===== src/rtl/apbm_pkg.sv =====
// Shared definitions for the APB initiator (apbm) and the rotator register
// slave: FSM state encoding, register address map, timeout helper.
package apbm_pkg;

    // Transfer sequencer states
    typedef enum logic [2:0] {
        ST_IDLE   = 3'd0,
        ST_SETUP  = 3'd1,
        ST_ACCESS = 3'd2,
        ST_RDWAIT = 3'd3,
        ST_RESP   = 3'd4
    } apbm_state_e;

    // Width of the ACCESS-phase wait counter
    localparam int unsigned TO_CNT_W = 16;

    // Rotator register address map
    localparam logic [31:0] DMA_SRC_IMG    = 32'h0000_0000;
    localparam logic [31:0] DMA_DST_IMG    = 32'h0000_0004;
    localparam logic [31:0] ROT_IMG_H      = 32'h0000_0008;
    localparam logic [31:0] ROT_IMG_W      = 32'h0000_000c;
    localparam logic [31:0] ROT_IMG_NEW_H  = 32'h0000_0010;
    localparam logic [31:0] ROT_IMG_NEW_W  = 32'h0000_0014;
    localparam logic [31:0] ROT_IMG_MODE   = 32'h0000_0018;
    localparam logic [31:0] ROT_IMG_DIR    = 32'h0000_001c;
    localparam logic [31:0] CTRL_START     = 32'h0000_0020;
    localparam logic [31:0] CTRL_RESET     = 32'h0000_0024;
    localparam logic [31:0] CTRL_INTR_MASK = 32'h0000_0028;

    // True in the last ACCESS cycle allowed before aborting; a zero limit
    // means the timeout is disabled and never fires.
    function automatic logic to_expired(input logic [TO_CNT_W-1:0] cnt,
                                        input logic [TO_CNT_W-1:0] limit);
        return (limit != 16'd0) && (cnt == (limit - 16'd1));
    endfunction

endpackage


===== src/rtl/apbm_if.sv =====
// Command/response handshake and APB bus bundle for the apbm initiator.
// master: the apbm side; slave: the peer side (sequencer + register slave).
interface apbm_if #(
    parameter int ADDR_W = 32,
    parameter int DATA_W = 32
) ();
    logic              cmd_valid;
    logic              cmd_ready;
    logic [ADDR_W-1:0] cmd_addr;
    logic [DATA_W-1:0] cmd_wdata;
    logic              cmd_write;

    logic              rsp_valid;
    logic              rsp_ready;
    logic [DATA_W-1:0] rsp_rdata;
    logic              rsp_err;

    logic [ADDR_W-1:0] paddr;
    logic [DATA_W-1:0] pwdata;
    logic              pwrite;
    logic              psel;
    logic              penable;
    logic [DATA_W-1:0] prdata;
    logic              pready;

    modport master (
        input  cmd_valid, cmd_addr, cmd_wdata, cmd_write, rsp_ready, prdata, pready,
        output cmd_ready, rsp_valid, rsp_rdata, rsp_err,
               paddr, pwdata, pwrite, psel, penable
    );

    modport slave (
        output cmd_valid, cmd_addr, cmd_wdata, cmd_write, rsp_ready, prdata, pready,
        input  cmd_ready, rsp_valid, rsp_rdata, rsp_err,
               paddr, pwdata, pwrite, psel, penable
    );
endinterface


===== src/rtl/apbm.sv =====
// APB initiator: runs each accepted register command as one APB transfer
// (SETUP then ACCESS) and returns read data or a timeout error.
module apbm
    import apbm_pkg::*;
#(
    parameter int ADDR_W  = 32,
    parameter int DATA_W  = 32,
    parameter int TIMEOUT = 16,
    parameter int RD_LAT  = 1
) (
    input  logic   I_APBM_PCLK,
    input  logic   I_APBM_PRESET,
    apbm_if.master bus
);

    localparam logic [TO_CNT_W-1:0] TO_LIMIT  = TO_CNT_W'(TIMEOUT);
    localparam logic                RD_LAT_EN = (RD_LAT != 0);
    localparam logic [TO_CNT_W-1:0] TO_MAX    = {TO_CNT_W{1'b1}};

    apbm_state_e         state_r;
    logic [ADDR_W-1:0]   paddr_r;
    logic [DATA_W-1:0]   pwdata_r;
    logic                pwrite_r;
    logic                psel_r;
    logic                penable_r;
    logic                rsp_valid_r;
    logic [DATA_W-1:0]   rsp_rdata_r;
    logic                rsp_err_r;
    logic [TO_CNT_W-1:0] to_cnt_r;
    logic                cmd_ready_s;

    // Ready only in IDLE; forced low while reset is asserted
    always_comb begin
        cmd_ready_s = 1'b0;
        if ((state_r == ST_IDLE) && !I_APBM_PRESET) begin
            cmd_ready_s = 1'b1;
        end else begin
            cmd_ready_s = 1'b0;
        end
    end

    // Transfer sequencer with registered APB and response outputs
    always_ff @(posedge I_APBM_PCLK or posedge I_APBM_PRESET) begin
        if (I_APBM_PRESET) begin
            state_r     <= ST_IDLE;
            paddr_r     <= '0;
            pwdata_r    <= '0;
            pwrite_r    <= 1'b0;
            psel_r      <= 1'b0;
            penable_r   <= 1'b0;
            rsp_valid_r <= 1'b0;
            rsp_rdata_r <= '0;
            rsp_err_r   <= 1'b0;
            to_cnt_r    <= '0;
        end else begin
            case (state_r)
                ST_IDLE: begin
                    // Address/data/direction stay at their last values until
                    // the next command is taken, so the bus never toggles idle.
                    if (bus.cmd_valid && cmd_ready_s) begin
                        paddr_r  <= bus.cmd_addr;
                        pwdata_r <= bus.cmd_wdata;
                        pwrite_r <= bus.cmd_write;
                        psel_r   <= 1'b1;
                        to_cnt_r <= '0;
                        state_r  <= ST_SETUP;
                    end
                end
                ST_SETUP: begin
                    penable_r <= 1'b1;
                    state_r   <= ST_ACCESS;
                end
                ST_ACCESS: begin
                    // PREADY is checked first so it wins over a same-cycle abort
                    if (bus.pready) begin
                        psel_r    <= 1'b0;
                        penable_r <= 1'b0;
                        if (pwrite_r) begin
                            rsp_rdata_r <= '0;
                            rsp_err_r   <= 1'b0;
                            rsp_valid_r <= 1'b1;
                            state_r     <= ST_RESP;
                        end else if (!RD_LAT_EN) begin
                            rsp_rdata_r <= bus.prdata;
                            rsp_err_r   <= 1'b0;
                            rsp_valid_r <= 1'b1;
                            state_r     <= ST_RESP;
                        end else begin
                            state_r <= ST_RDWAIT;
                        end
                    end else if (to_expired(to_cnt_r, TO_LIMIT)) begin
                        psel_r      <= 1'b0;
                        penable_r   <= 1'b0;
                        rsp_rdata_r <= '0;
                        rsp_err_r   <= 1'b1;
                        rsp_valid_r <= 1'b1;
                        state_r     <= ST_RESP;
                    end else if (to_cnt_r != TO_MAX) begin
                        // Saturate when the timeout is disabled
                        to_cnt_r <= to_cnt_r + 16'd1;
                    end else begin
                        to_cnt_r <= to_cnt_r;
                    end
                end
                ST_RDWAIT: begin
                    // Slave presents its registered read data this cycle
                    rsp_rdata_r <= bus.prdata;
                    rsp_err_r   <= 1'b0;
                    rsp_valid_r <= 1'b1;
                    state_r     <= ST_RESP;
                end
                ST_RESP: begin
                    if (bus.rsp_ready) begin
                        rsp_valid_r <= 1'b0;
                        state_r     <= ST_IDLE;
                    end
                end
                default: begin
                    psel_r      <= 1'b0;
                    penable_r   <= 1'b0;
                    rsp_valid_r <= 1'b0;
                    state_r     <= ST_IDLE;
                end
            endcase
        end
    end

    assign bus.cmd_ready = cmd_ready_s;
    assign bus.rsp_valid = rsp_valid_r;
    assign bus.rsp_rdata = rsp_rdata_r;
    assign bus.rsp_err   = rsp_err_r;
    assign bus.paddr     = paddr_r;
    assign bus.pwdata    = pwdata_r;
    assign bus.pwrite    = pwrite_r;
    assign bus.psel      = psel_r;
    assign bus.penable   = penable_r;

endmodule


===== src/flat_wrapper.sv =====
// flat-port wrapper written by rule: the top's interface ports become plain ports
module apbm_flat import apbm_pkg::*;
#(
    parameter int ADDR_W  = 32,
    parameter int DATA_W  = 32,
    parameter int TIMEOUT = 16,
    parameter int RD_LAT  = 1
)
  (I_APBM_PCLK, I_APBM_PRESET, bus_cmd_valid, bus_cmd_addr, bus_cmd_wdata, bus_cmd_write, bus_rsp_ready, bus_prdata, bus_pready, bus_cmd_ready, bus_rsp_valid, bus_rsp_rdata, bus_rsp_err, bus_paddr, bus_pwdata, bus_pwrite, bus_psel, bus_penable);
  apbm_if #(.ADDR_W(ADDR_W), .DATA_W(DATA_W)) bus_i ();
  input  logic I_APBM_PCLK;
  input  logic I_APBM_PRESET;
  input wire logic [$bits(bus_i.cmd_valid)-1:0] bus_cmd_valid;
  input wire logic [$bits(bus_i.cmd_addr)-1:0] bus_cmd_addr;
  input wire logic [$bits(bus_i.cmd_wdata)-1:0] bus_cmd_wdata;
  input wire logic [$bits(bus_i.cmd_write)-1:0] bus_cmd_write;
  input wire logic [$bits(bus_i.rsp_ready)-1:0] bus_rsp_ready;
  input wire logic [$bits(bus_i.prdata)-1:0] bus_prdata;
  input wire logic [$bits(bus_i.pready)-1:0] bus_pready;
  output wire logic [$bits(bus_i.cmd_ready)-1:0] bus_cmd_ready;
  output wire logic [$bits(bus_i.rsp_valid)-1:0] bus_rsp_valid;
  output wire logic [$bits(bus_i.rsp_rdata)-1:0] bus_rsp_rdata;
  output wire logic [$bits(bus_i.rsp_err)-1:0] bus_rsp_err;
  output wire logic [$bits(bus_i.paddr)-1:0] bus_paddr;
  output wire logic [$bits(bus_i.pwdata)-1:0] bus_pwdata;
  output wire logic [$bits(bus_i.pwrite)-1:0] bus_pwrite;
  output wire logic [$bits(bus_i.psel)-1:0] bus_psel;
  output wire logic [$bits(bus_i.penable)-1:0] bus_penable;
  assign bus_i.cmd_valid = bus_cmd_valid;
  assign bus_i.cmd_addr = bus_cmd_addr;
  assign bus_i.cmd_wdata = bus_cmd_wdata;
  assign bus_i.cmd_write = bus_cmd_write;
  assign bus_i.rsp_ready = bus_rsp_ready;
  assign bus_i.prdata = bus_prdata;
  assign bus_i.pready = bus_pready;
  assign bus_cmd_ready = bus_i.cmd_ready;
  assign bus_rsp_valid = bus_i.rsp_valid;
  assign bus_rsp_rdata = bus_i.rsp_rdata;
  assign bus_rsp_err = bus_i.rsp_err;
  assign bus_paddr = bus_i.paddr;
  assign bus_pwdata = bus_i.pwdata;
  assign bus_pwrite = bus_i.pwrite;
  assign bus_psel = bus_i.psel;
  assign bus_penable = bus_i.penable;
  apbm #(.ADDR_W(ADDR_W), .DATA_W(DATA_W), .TIMEOUT(TIMEOUT), .RD_LAT(RD_LAT)) u_core (.I_APBM_PCLK(I_APBM_PCLK), .I_APBM_PRESET(I_APBM_PRESET), .bus(bus_i));
endmodule

===== config.mk =====
export PLATFORM = sky130hd
export DESIGN_NAME = apbm_flat
export DESIGN_NICKNAME = d
export VERILOG_FILES = /design/src/rtl/apbm_pkg.sv /design/src/rtl/apbm_if.sv /design/src/rtl/apbm.sv /design/src/flat_wrapper.sv
export SDC_FILE = /design/constraint.sdc
export NUM_CORES = 1
export LEC_CHECK = 0
export CAP_MARGIN = 20
export CELL_PAD_IN_SITES_DETAIL_PLACEMENT = 1
export CELL_PAD_IN_SITES_GLOBAL_PLACEMENT = 1
export CORE_ASPECT_RATIO = 0.5
export CORE_MARGIN = 2
export CORE_UTILIZATION = 37
export CTS_BUF_LIST = sky130_fd_sc_hd__clkbuf_8
export DETAILED_ROUTE_END_ITERATION = 16
export GPL_TIMING_DRIVEN = 0
export PLACE_DENSITY = 0.87
export SKIP_CTS_REPAIR_TIMING = 1
export SLEW_MARGIN = 20
export SYNTH_ARGS = -nofsm -noshare
export SYNTH_HDL_FRONTEND = slang
export SYNTH_SLANG_ARGS = --single-unit

===== constraint.sdc =====
create_clock -name I_APBM_PCLK -period 9.4 [get_ports I_APBM_PCLK]
set_clock_uncertainty 0.05 [all_clocks]
set_input_delay 0.94 -clock I_APBM_PCLK [delete_from_list [all_inputs] [get_ports I_APBM_PCLK]]
set_output_delay 0.94 -clock I_APBM_PCLK [all_outputs]
set_load 0.02 [all_outputs]

==> flow_summary_export.csv, run 1 <==
group,metric,value,unit
timing,hold_violations,0,
floorplan,fp-row-count,29,
cts,cts_tree,"yes",
worst_setup_path,r2r_cells,7,
floorplan,die-area,14300,um^2
layout,area_delta_synth_final,54.9,%
floorplan,ioPinCount,204,
placement,place_hpwl,11.6,mm
synth,synth_compound_area_share,10.2,%
drt,drc_errors,0,
layout,nFillCells,1282,
placement,routabilityCongestion,0.820,
cts,cts_buffers,17,
timing,fin_hold_ws,0.459,ns
floorplan,core,12800,um^2
grt,grt_first_pass_wirelength,26.9,mm
grt,antenna_found_initial,0,
synth,synthArstFlopShare,100,%
drt,post_drt_wl_per_cell,21.9,um
timing,tightestPinTransition,0.598,ns
synth,synth_fp_nets,466,
timing,relSlewSlack,60.1,%
worst_setup_path,end_kind,"output pin",
worst_setup_path,worst-path-max-fanout,2,
layout,fin_nets,689,
hold_path,min_path_cells,1,
timing,setup_viol,0,
placement,io_buffers,203,
floorplan,die_height,85.5,um
timing,rsz0062_at_grt,"false",
synth,synth_mux_area_share,16.9,%
hold_path,hold_path.class,"flop to flop",
synth,synth-xor-area-share,0,%
grt,grt_usage,24.7,%
layout,antenna_cells,0,
drt,drtAntennaViolNets,0,
synth,synth_edf_count,0,
worst_setup_path,crit_required,8.41,ns
layout,finalInstanceArea,7620,um^2
grt,grt_overflow,0,
layout,final_layout_size_suffix_gt1_share,19.7,%
cts,cts_max_level,4,
drt,dr.pass1.iters,4,
power_and_ir_drop,p_leak,3.24,nW
cts,clk_pin_slew_worst_paths,0.07,ns
drt,wl,16.8,mm
synth,synthesis.area,4920,um^2
synth,ys.flop_type,"dfrtp_1",
cts,root_buffer,"clkbuf_8",
synth,synth_top_family_by_area,"multiplexers",
timing,min_period,3.52,ns
worst_setup_path,startpoint_type,"input port",
cts,clk-insertion-delay-late,0.43,ns
timing,drv_slew,0,
synth,ys_seq_area_share,61.1,%
synth,yosys_register_bits,120,
worst_setup_path,path_class,"input port to output pin",
timing,setup_tns,0,ns
synth,syn_area_per_cell,13.5,um^2
placement,dpl_cell_area,7190,um^2
status,status,"complete, no violations",
drt,via_per_inst,5.23,
cts,cts_sinks,120,
floorplan,start_util,38.4,%
synth,synth_fa_ha_area_share,0.254,%
layout,post-route-util,59.5,%
floorplan,die_x,167,um
synth,ys_types,43,
synth,synth_cells,363,
timing,period_share,37.5,%
drt,num_vias,4020,
job,drv_cap,0,
grt,grt_max_degree,62,
drt,drt_iter0_markers,213,
cts,cts_buffer_depth,2,
synth,yosys_warnings,0,
grt,grt_pass1_vias,4626,
power_and_ir_drop,irDropWorstVdd,151,uV
synth,synthSimpleGateAreaFrac,8.75,%
power_and_ir_drop,power_density,345,nW/um^2
timing,fmax,284,MHz
worst_setup_path,cp.arrival,2.53,ns
per-layer routing:
layer / GRT usage, % / up-vias / share of wire, %
met2: 44.5 / 111 / 54
met1: 27.8 / 2080 / 38
met5: 0 / - / 0
li1: - / 1782 / -
met3: 6.46 / 47 / 3.6
met4: 12.0 / 0 / 4.3
state kept, by name (all words and copies together), names as in the netlist:
register and cells:
u_core.bus.paddr 32, u_core.bus.pwdata 32, u_core.bus.rsp_rdata 32, u_core.to_cnt_r 16, u_core.state_r 3, u_core.bus.penable 1
u_core.bus.psel 1, u_core.bus.pwrite 1, u_core.bus.rsp_err 1, u_core.bus.rsp_valid 1
cell usage after synthesis (2+ instances only):
cell / number / share of area, %
o31ai_1: 3 / 0.46
nor4_1: 2 / 0.25
mux2_2: 65 / 15
and2_1: 3 / 0.38
buf_1: 3 / 0.23
nand2_1: 25 / 1.9
o21ai_0: 9 / 0.92
and3_1: 5 / 0.64
nand4_1: 8 / 1.0
o22ai_1: 2 / 0.25
nand4_2: 2 / 0.51
o311ai_0: 2 / 0.36
o211ai_1: 2 / 0.31
nand3_1: 9 / 0.92
a22o_1: 32 / 5.7
nor2_1: 13 / 0.99
or2_2: 2 / 0.25
o41ai_1: 2 / 0.36
or4_1: 2 / 0.31
inv_1: 4 / 0.31
nor4_2: 3 / 0.76
dfrtp_1: 120 / 61
mux2i_1: 10 / 2.0
buf_6: 5 / 1.1
clkbuf_1: 12 / 0.92
critical path: stages:
cell	delay, ns
clkdlybuf4s50_1	0.51
nor4_1	0.35
clkdlybuf4s50_1	0.73
kinds of logic after synthesis:
| logic type | count (synthesis) |
|---|---|
| flops | 120 |
| simple gates | 79 |
| mux | 75 |
| compound gates | 62 |
| buf+inv | 26 |
| fa+ha+maj | 1 |
final timing paths:
kind / from / endpoint / slack [ns]
worst max-delay path: I_APBM_PRESET / bus_cmd_ready / 5.88
worst min-delay path: u_core.bus.pwdata[3] / u_core.bus.pwdata[3] / 0.46
worst max register to register: u_core.state_r[2] / u_core.to_cnt_r[14] / 7.09
worst min register to register: u_core.bus.pwdata[3] / u_core.bus.pwdata[3] / 0.46
max in group asynchronous: I_APBM_PRESET / u_core.to_cnt_r[9] / 7.62
min in group asynchronous: I_APBM_PRESET / u_core.bus.rsp_rdata[31] / 0.97
area by class of cell:
cell class | instances | area (um^2) | share of cell area, %
Buffer | 22 | 123 | 1.61
Clock buffer | 18 | 248 | 3.25
Clock inverter | 14 | 174 | 2.28
Inverter | 4 | 20.0 | 0.263
Multi-Input combinational cell | 217 | 1780 | 23.3
Sequential cell | 120 | 3000 | 39.4
Tap cell | 170 | 213 | 2.79
Timing Repair Buffer | 204 | 2060 | 27.0
cells in the final DEF (no fill, tap or decap), types with 4 or more instances in the layout:
cell type / count
dfrtp_1: 120
clkbuf_8: 18
nor2_1: 13
mux2i_1: 10
mux2_2: 65
nand4_1: 8
clkinvlp_4: 4
buf_6: 5
nand2_1: 25
nand3_1: 9
clkdlybuf4s50_1: 203
and3_1: 5
clkbuf_1: 12
o21ai_0: 9
a22o_1: 32
per-stage QoR:
step | std cells | power [mW] | worst slack [ns]
3_5_place_dp | 737 | 2.11 | 5.96
4_1_cts | 769 | 2.64 | 5.90
5_1_grt | 769 | 2.74 | 5.88
2_1_floorplan | 363 | 1.47 | 4.89
3_3_place_gp | 736 | 2.05 | 3.19
6_report | 769 | 2.63 | 5.88
report_power, final:
group | switching, mW | total, mW | leakage (nW) | internal, mW
clock | 0.233 | 0.503 | 0.202 | 0.271
sequential | 0.140 | 0.885 | 1.50 | 0.745
combinational | 0.609 | 1.24 | 1.54 | 0.629
total | 0.982 | 2.63 | 3.24 | 1.65
Power figures use the tool's default switching activity.
==> run 2: changes to the inputs <==
--- a/config.mk
+++ b/config.mk
@@ -10,11 +10,11 @@
 export CELL_PAD_IN_SITES_GLOBAL_PLACEMENT = 1
 export CORE_ASPECT_RATIO = 0.5
 export CORE_MARGIN = 2
-export CORE_UTILIZATION = 37
+export CORE_UTILIZATION = 34
 export CTS_BUF_LIST = sky130_fd_sc_hd__clkbuf_8
 export DETAILED_ROUTE_END_ITERATION = 16
 export GPL_TIMING_DRIVEN = 0
-export PLACE_DENSITY = 0.87
+export PLACE_DENSITY = 0.81
 export SKIP_CTS_REPAIR_TIMING = 1
 export SLEW_MARGIN = 20
 export SYNTH_ARGS = -nofsm -noshare
==> constraint.sdc (replaced) <==
create_clock -name I_APBM_PCLK -period 3.25 [get_ports I_APBM_PCLK]
set_clock_uncertainty 0.05 [all_clocks]
set_input_delay 0.325 -clock I_APBM_PCLK [delete_from_list [all_inputs] [get_ports I_APBM_PCLK]]
set_output_delay 0.325 -clock I_APBM_PCLK [all_outputs]
set_load 0.02 [all_outputs]
==> flow_summary_export.csv, run 2 (synthesis gave the netlist of run 1 again) <==
group,metric,value,unit
status,status,"complete, no violations",
drt,num_vias,3954,
placement,routabilityCongestion,0.824,
worst_setup_path,worst-path-max-fanout,8,
floorplan,die_height,89.0,um
timing,rsz0062_at_grt,"false",
timing,setup_viol,0,
grt,grt_pass1_vias,4515,
drt,drc_errors,0,
timing,fmax,401,MHz
floorplan,ioPinCount,204,
hold_path,hold_path.class,"input port to async pin",
layout,regArea,3000,um^2
grt,grt_first_pass_wirelength,24.8,mm
drt,drt_iter0_markers,98,
layout,post-route-util,56.2,%
timing,hold_violations,0,
floorplan,start_util,35.5,%
floorplan,die_x,174,um
drt,dr.pass1.iters,4,
power_and_ir_drop,power_density,993,nW/um^2
layout,nFillCells,1403,
power_and_ir_drop,irDropWorstVdd,410,uV
placement,io_buffers,203,
grt,grt_max_degree,28,
cts,cts_buffer_depth,2,
layout,area_delta_synth_final,58.3,%
worst_setup_path,r2r-start,"u_core.state_r[2]",
cts,clk_pin_slew_worst_paths,0.08,ns
layout,final_layout_size_suffix_gt1_share,20.1,%
worst_setup_path,max_stage_delay,0.71,ns
cts,root_buffer,"clkbuf_8",
worst_setup_path,worstPathCellList,"clkbuf_1 -> nor4_1 -> clkdlybuf4s50_1",
layout,antenna_cells,0,
worst_setup_path,crit_slowest_cell,"clkdlybuf4s50_1",
drt,via_per_inst,4.97,
layout,final_cell_mix,"clkdlybuf4s50_1, dfrtp_1, mux2_2",
worst_setup_path,crit_required,2.87,ns
worst_setup_path,path_class,"flop to output pin",
worst_setup_path,end_kind,"output pin",
cts,clk-insertion-delay-late,0.42,ns
job,drv_cap,0,
layout,fin_nets,693,
floorplan,core,13900,um^2
drt,post_drt_wl_per_cell,19.9,um
layout,final_common_cell,"clkdlybuf4s50_1",
power_and_ir_drop,p_leak,3.32,nW
cts,cts_max_level,4,
grt,antenna_found_initial,0,
floorplan,fp-row-count,30,
worst_setup_path,cp.arrival,2.12,ns
drt,drtAntennaViolNets,0,
grt,grt_overflow,0,
timing,tightestPinTransition,0.587,ns
timing,relSlewSlack,60.9,%
cts,cts_buffers,17,
worst_setup_path,startpoint,"u_core.state_r[2]",
drt,wl,15.8,mm
power_and_ir_drop,power,7.73,mW
cts,cts_sinks,120,
timing,min_period,2.49,ns
floorplan,die-area,15500,um^2
cts,cts_tree,"yes",
timing,period_share,76.7,%
worst_setup_path,startpoint_type,"flop",
placement,place_hpwl,11.8,mm
layout,multi_input_area,1780,um^2
grt,grt_usage,20.8,%
timing,drv_slew,0,
run 2: worst paths after layout:
path                                                 end  slack (ns)  cells past startpoint
max in group asynchronous           u_core.bus.pwdata[0]        2.16                      5
worst max register to register       u_core.to_cnt_r[14]        0.97                      7
worst max-delay path                       bus_cmd_ready        0.76                      3
worst min register to register      u_core.bus.pwdata[8]        0.46                      1
min in group I_APBM_PCLK        u_core.bus.rsp_rdata[16]        0.44                      2
worst min-delay path             u_core.bus.rsp_rdata[0]        0.16                      2
run 2: worst max-delay path: cells and delay by family, from the launching register on:
kind | cells | cell delay, ns
buffers and inverters | 2 | 0.91
and+or+nand+nor | 1 | 0.41
DFF | 1 | 0.37
run 2: area by class of cell:
cell class	instances	share of cell area [%]
Sequential cell	120	38.6
Timing Repair Buffer	208	27.5
Multi-Input combinational cell	217	22.8
Clock inverter	15	3.20
Tap cell	192	3.09
Clock buffer	17	3.01
Buffer	22	1.58
Inverter	4	0.241
run 2: power by group:
| part | internal, mW | switching [mW] | total, mW |
|---|---|---|---|
| combinational | 1.83 | 1.72 | 3.54 |
| sequential | 2.15 | 0.372 | 2.53 |
| clock | 0.996 | 0.660 | 1.66 |
run 2: metal layers:
metal	track usage [%]	part of all wire, %	up-vias
met5	0	0	-
met4	8.71	2.7	0
met3	4.46	2.9	29
met2	39.4	56	89
met1	23.5	39	2047
li1	-	-	1789
run 2: metrics by stage:
stage	setup slack [ns]	instances	hold WS [ns]	instance area, um^2	setup TNS [ns]
floorplan	0.0945	363	0.359	4920	0
global placement	-1.58	758	0.436	7190	-6.22
detailed placement	0.787	763	0.441	7300	0
CTS	0.729	795	0.144	7780	0
global route	0.588	795	0.157	7780	0
finish	0.758	795	0.160	7780	0
==> run 3: changes to the inputs <==
==> constraint.sdc (replaced) <==
create_clock -name I_APBM_PCLK -period 2.6 [get_ports I_APBM_PCLK]
set_clock_uncertainty 0.05 [all_clocks]
set_input_delay 0.26 -clock I_APBM_PCLK [delete_from_list [all_inputs] [get_ports I_APBM_PCLK]]
set_output_delay 0.26 -clock I_APBM_PCLK [all_outputs]
set_load 0.02 [all_outputs]
==> flow_summary_export.csv, run 3 (synthesis gave the netlist of run 1 again) <==
group,metric,value,unit
layout,final_layout_size_suffix_gt1_share,20.3,%
floorplan,die-area,15500,um^2
timing,period_share,92.2,%
timing,relSlewSlack,59.0,%
cts,cts_max_level,4,
cts,cts_sinks,120,
worst_setup_path,end_kind,"output pin",
cts,root_buffer,"clkbuf_8",
grt,antenna_found_initial,0,
floorplan,core,13900,um^2
worst_setup_path,cp.arrival,2.09,ns
drt,dr.pass1.iters,6,
grt,grt_max_degree,33,
floorplan,ioPinCount,204,
placement,routabilityCongestion,0.821,
timing,hold_violations,0,
timing,rsz0062_at_grt,"false",
cts,clk-insertion-delay-late,0.43,ns
drt,via_per_inst,4.93,
power_and_ir_drop,irDropWorstVdd,553,uV
power_and_ir_drop,power_frac_seq,33.2,%
timing,min_period,2.40,ns
drt,highest_layer,"met4",
power_and_ir_drop,intPower,6.09,mW
layout,area_delta_synth_final,57.4,%
timing,fmax,417,MHz
worst_setup_path,crit_required,2.29,ns
placement,place_hpwl,11.6,mm
drt,drc_errors,0,
placement,dp_cells,762,
power_and_ir_drop,comb_power_share,46.5,%
status,status,"complete, no violations",
placement,io_buffers,203,
worst_setup_path,path_class,"flop to output pin",
job,drv_cap,0,
layout,final_cell_mix,"clkdlybuf4s50_1, dfrtp_1, mux2_2",
drt,wl_met2,8.50,mm
drt,drtAntennaViolNets,0,
cts,cts_tree,"yes",
power_and_ir_drop,p_leak,3.29,nW
timing,fin_hold_ws,0.175,ns
power_and_ir_drop,p_sw_share,36.2,%
drt,drt_iter0_markers,172,
drt,post_drt_wl_per_cell,19.9,um
grt,grt_usage,21.1,%
floorplan,die_x,174,um
cts,cts_buffers,17,
layout,final_cells,794,
drt,num_vias,3913,
grt,grt_first_pass_wirelength,25.1,mm
drt,m1WireLength,6.29,mm
drt,wl,15.8,mm
cts,cts_buffer_depth,2,
cts,clk_pin_slew_worst_paths,0.08,ns
floorplan,fp-row-count,30,
timing,setup_viol,0,
hold_path,hold_path.class,"input port to async pin",
worst_setup_path,startpoint_type,"flop",
worst_setup_path,worst-path-max-fanout,8,
layout,fin_nets,692,
floorplan,die_height,89.0,um
layout,antenna_cells,0,
power_and_ir_drop,p_switching,3.45,mW
power_and_ir_drop,power_density,1230,nW/um^2
layout,final_common_cell,"clkdlybuf4s50_1",
grt,grt_pass1_vias,4531,
timing,tightestPinTransition,0.616,ns
drt,wl_met3,516,um
grt,grt_overflow,0,
timing,drv_slew,0,
power_and_ir_drop,clkPwrFrac,20.4,%
floorplan,start_util,35.5,%
-- run 3: cell count changes in the layout (fill, tap and decap cells not counted), sizes merged --
cell	change
inv	-1
clkbuf	+2
buf	-1
bufinv	-2
clkinv	+1
-- run 3: power groups by stage --
| stage | Sequential, mW | Combinational (mW) | Clock, mW |
|---|---|---|---|
| floorplan | 4.12 | 1.22 | 0 |
| global placement | 3.11 | 4.33 | 0 |
| detailed placement | 3.18 | 4.44 | 0 |
| CTS | 3.17 | 4.48 | 1.98 |
| global route | 3.28 | 4.65 | 2.07 |
| finish | 3.17 | 4.43 | 1.94 |
-- run 3: cell type report --
class	instances	area [um^2]
clock inverters	13	194
plain buffers	22	123
fillers	1401	6110
well taps	192	240
repair buffers	207	2120
multi-input cells	217	1780
clock buffers	19	262
flip-flops and latches	120	3000
inverters	4	18.8
-- run 3: worst max-delay path, stage by stage, from the launching register on --
cell and delay (ns):
dfrtp_1 0.38, clkbuf_1 0.20, nor4_1 0.37, clkdlybuf4s50_1 0.71
-- run 3: routing by layer --
metal,vias to the layer above,GRT usage [%]
li1,1789,-
met1,2007,23.7
met2,83,39.8
met3,34,4.55
met4,0,9.40
met5,-,0
-- run 3: worst paths after layout --
path                                     startpoint                  endpoint  slack [ns]  depth (start not counted)
setup / recovery                  u_core.state_r[2]             bus_cmd_ready        0.20                          3
hold / removal                        I_APBM_PRESET       u_core.bus.paddr[5]        0.18                          2
setup reg to reg                  u_core.state_r[2]       u_core.to_cnt_r[14]        0.31                          7
hold reg to reg            u_core.bus.rsp_rdata[13]  u_core.bus.rsp_rdata[13]        0.46                          1
max in group asynchronous             I_APBM_PRESET  u_core.bus.rsp_rdata[21]        1.60                          4
min in group I_APBM_PCLK             bus_prdata[20]  u_core.bus.rsp_rdata[20]        0.37                          2
-- run 3: through the flow --
| step | setup slack [ns] | power [mW] | utilization, % | instance area [um^2] | setup TNS, ns |
|---|---|---|---|---|---|
| 6_report | 0.203 | 9.54 | 55.9 | 7740 | 0 |
| 5_1_grt | 0.113 | 10.0 | 55.9 | 7740 | 0 |
| 4_1_cts | 0.172 | 9.64 | 55.9 | 7740 | 0 |
| 3_5_place_dp | 0.200 | 7.62 | 52.6 | 7280 | 0 |
| 3_3_place_gp | -2.00 | 7.44 | 52.0 | 7200 | -59.81 |
| 2_1_floorplan | -0.452 | 5.33 | - | 4920 | -1.69 |
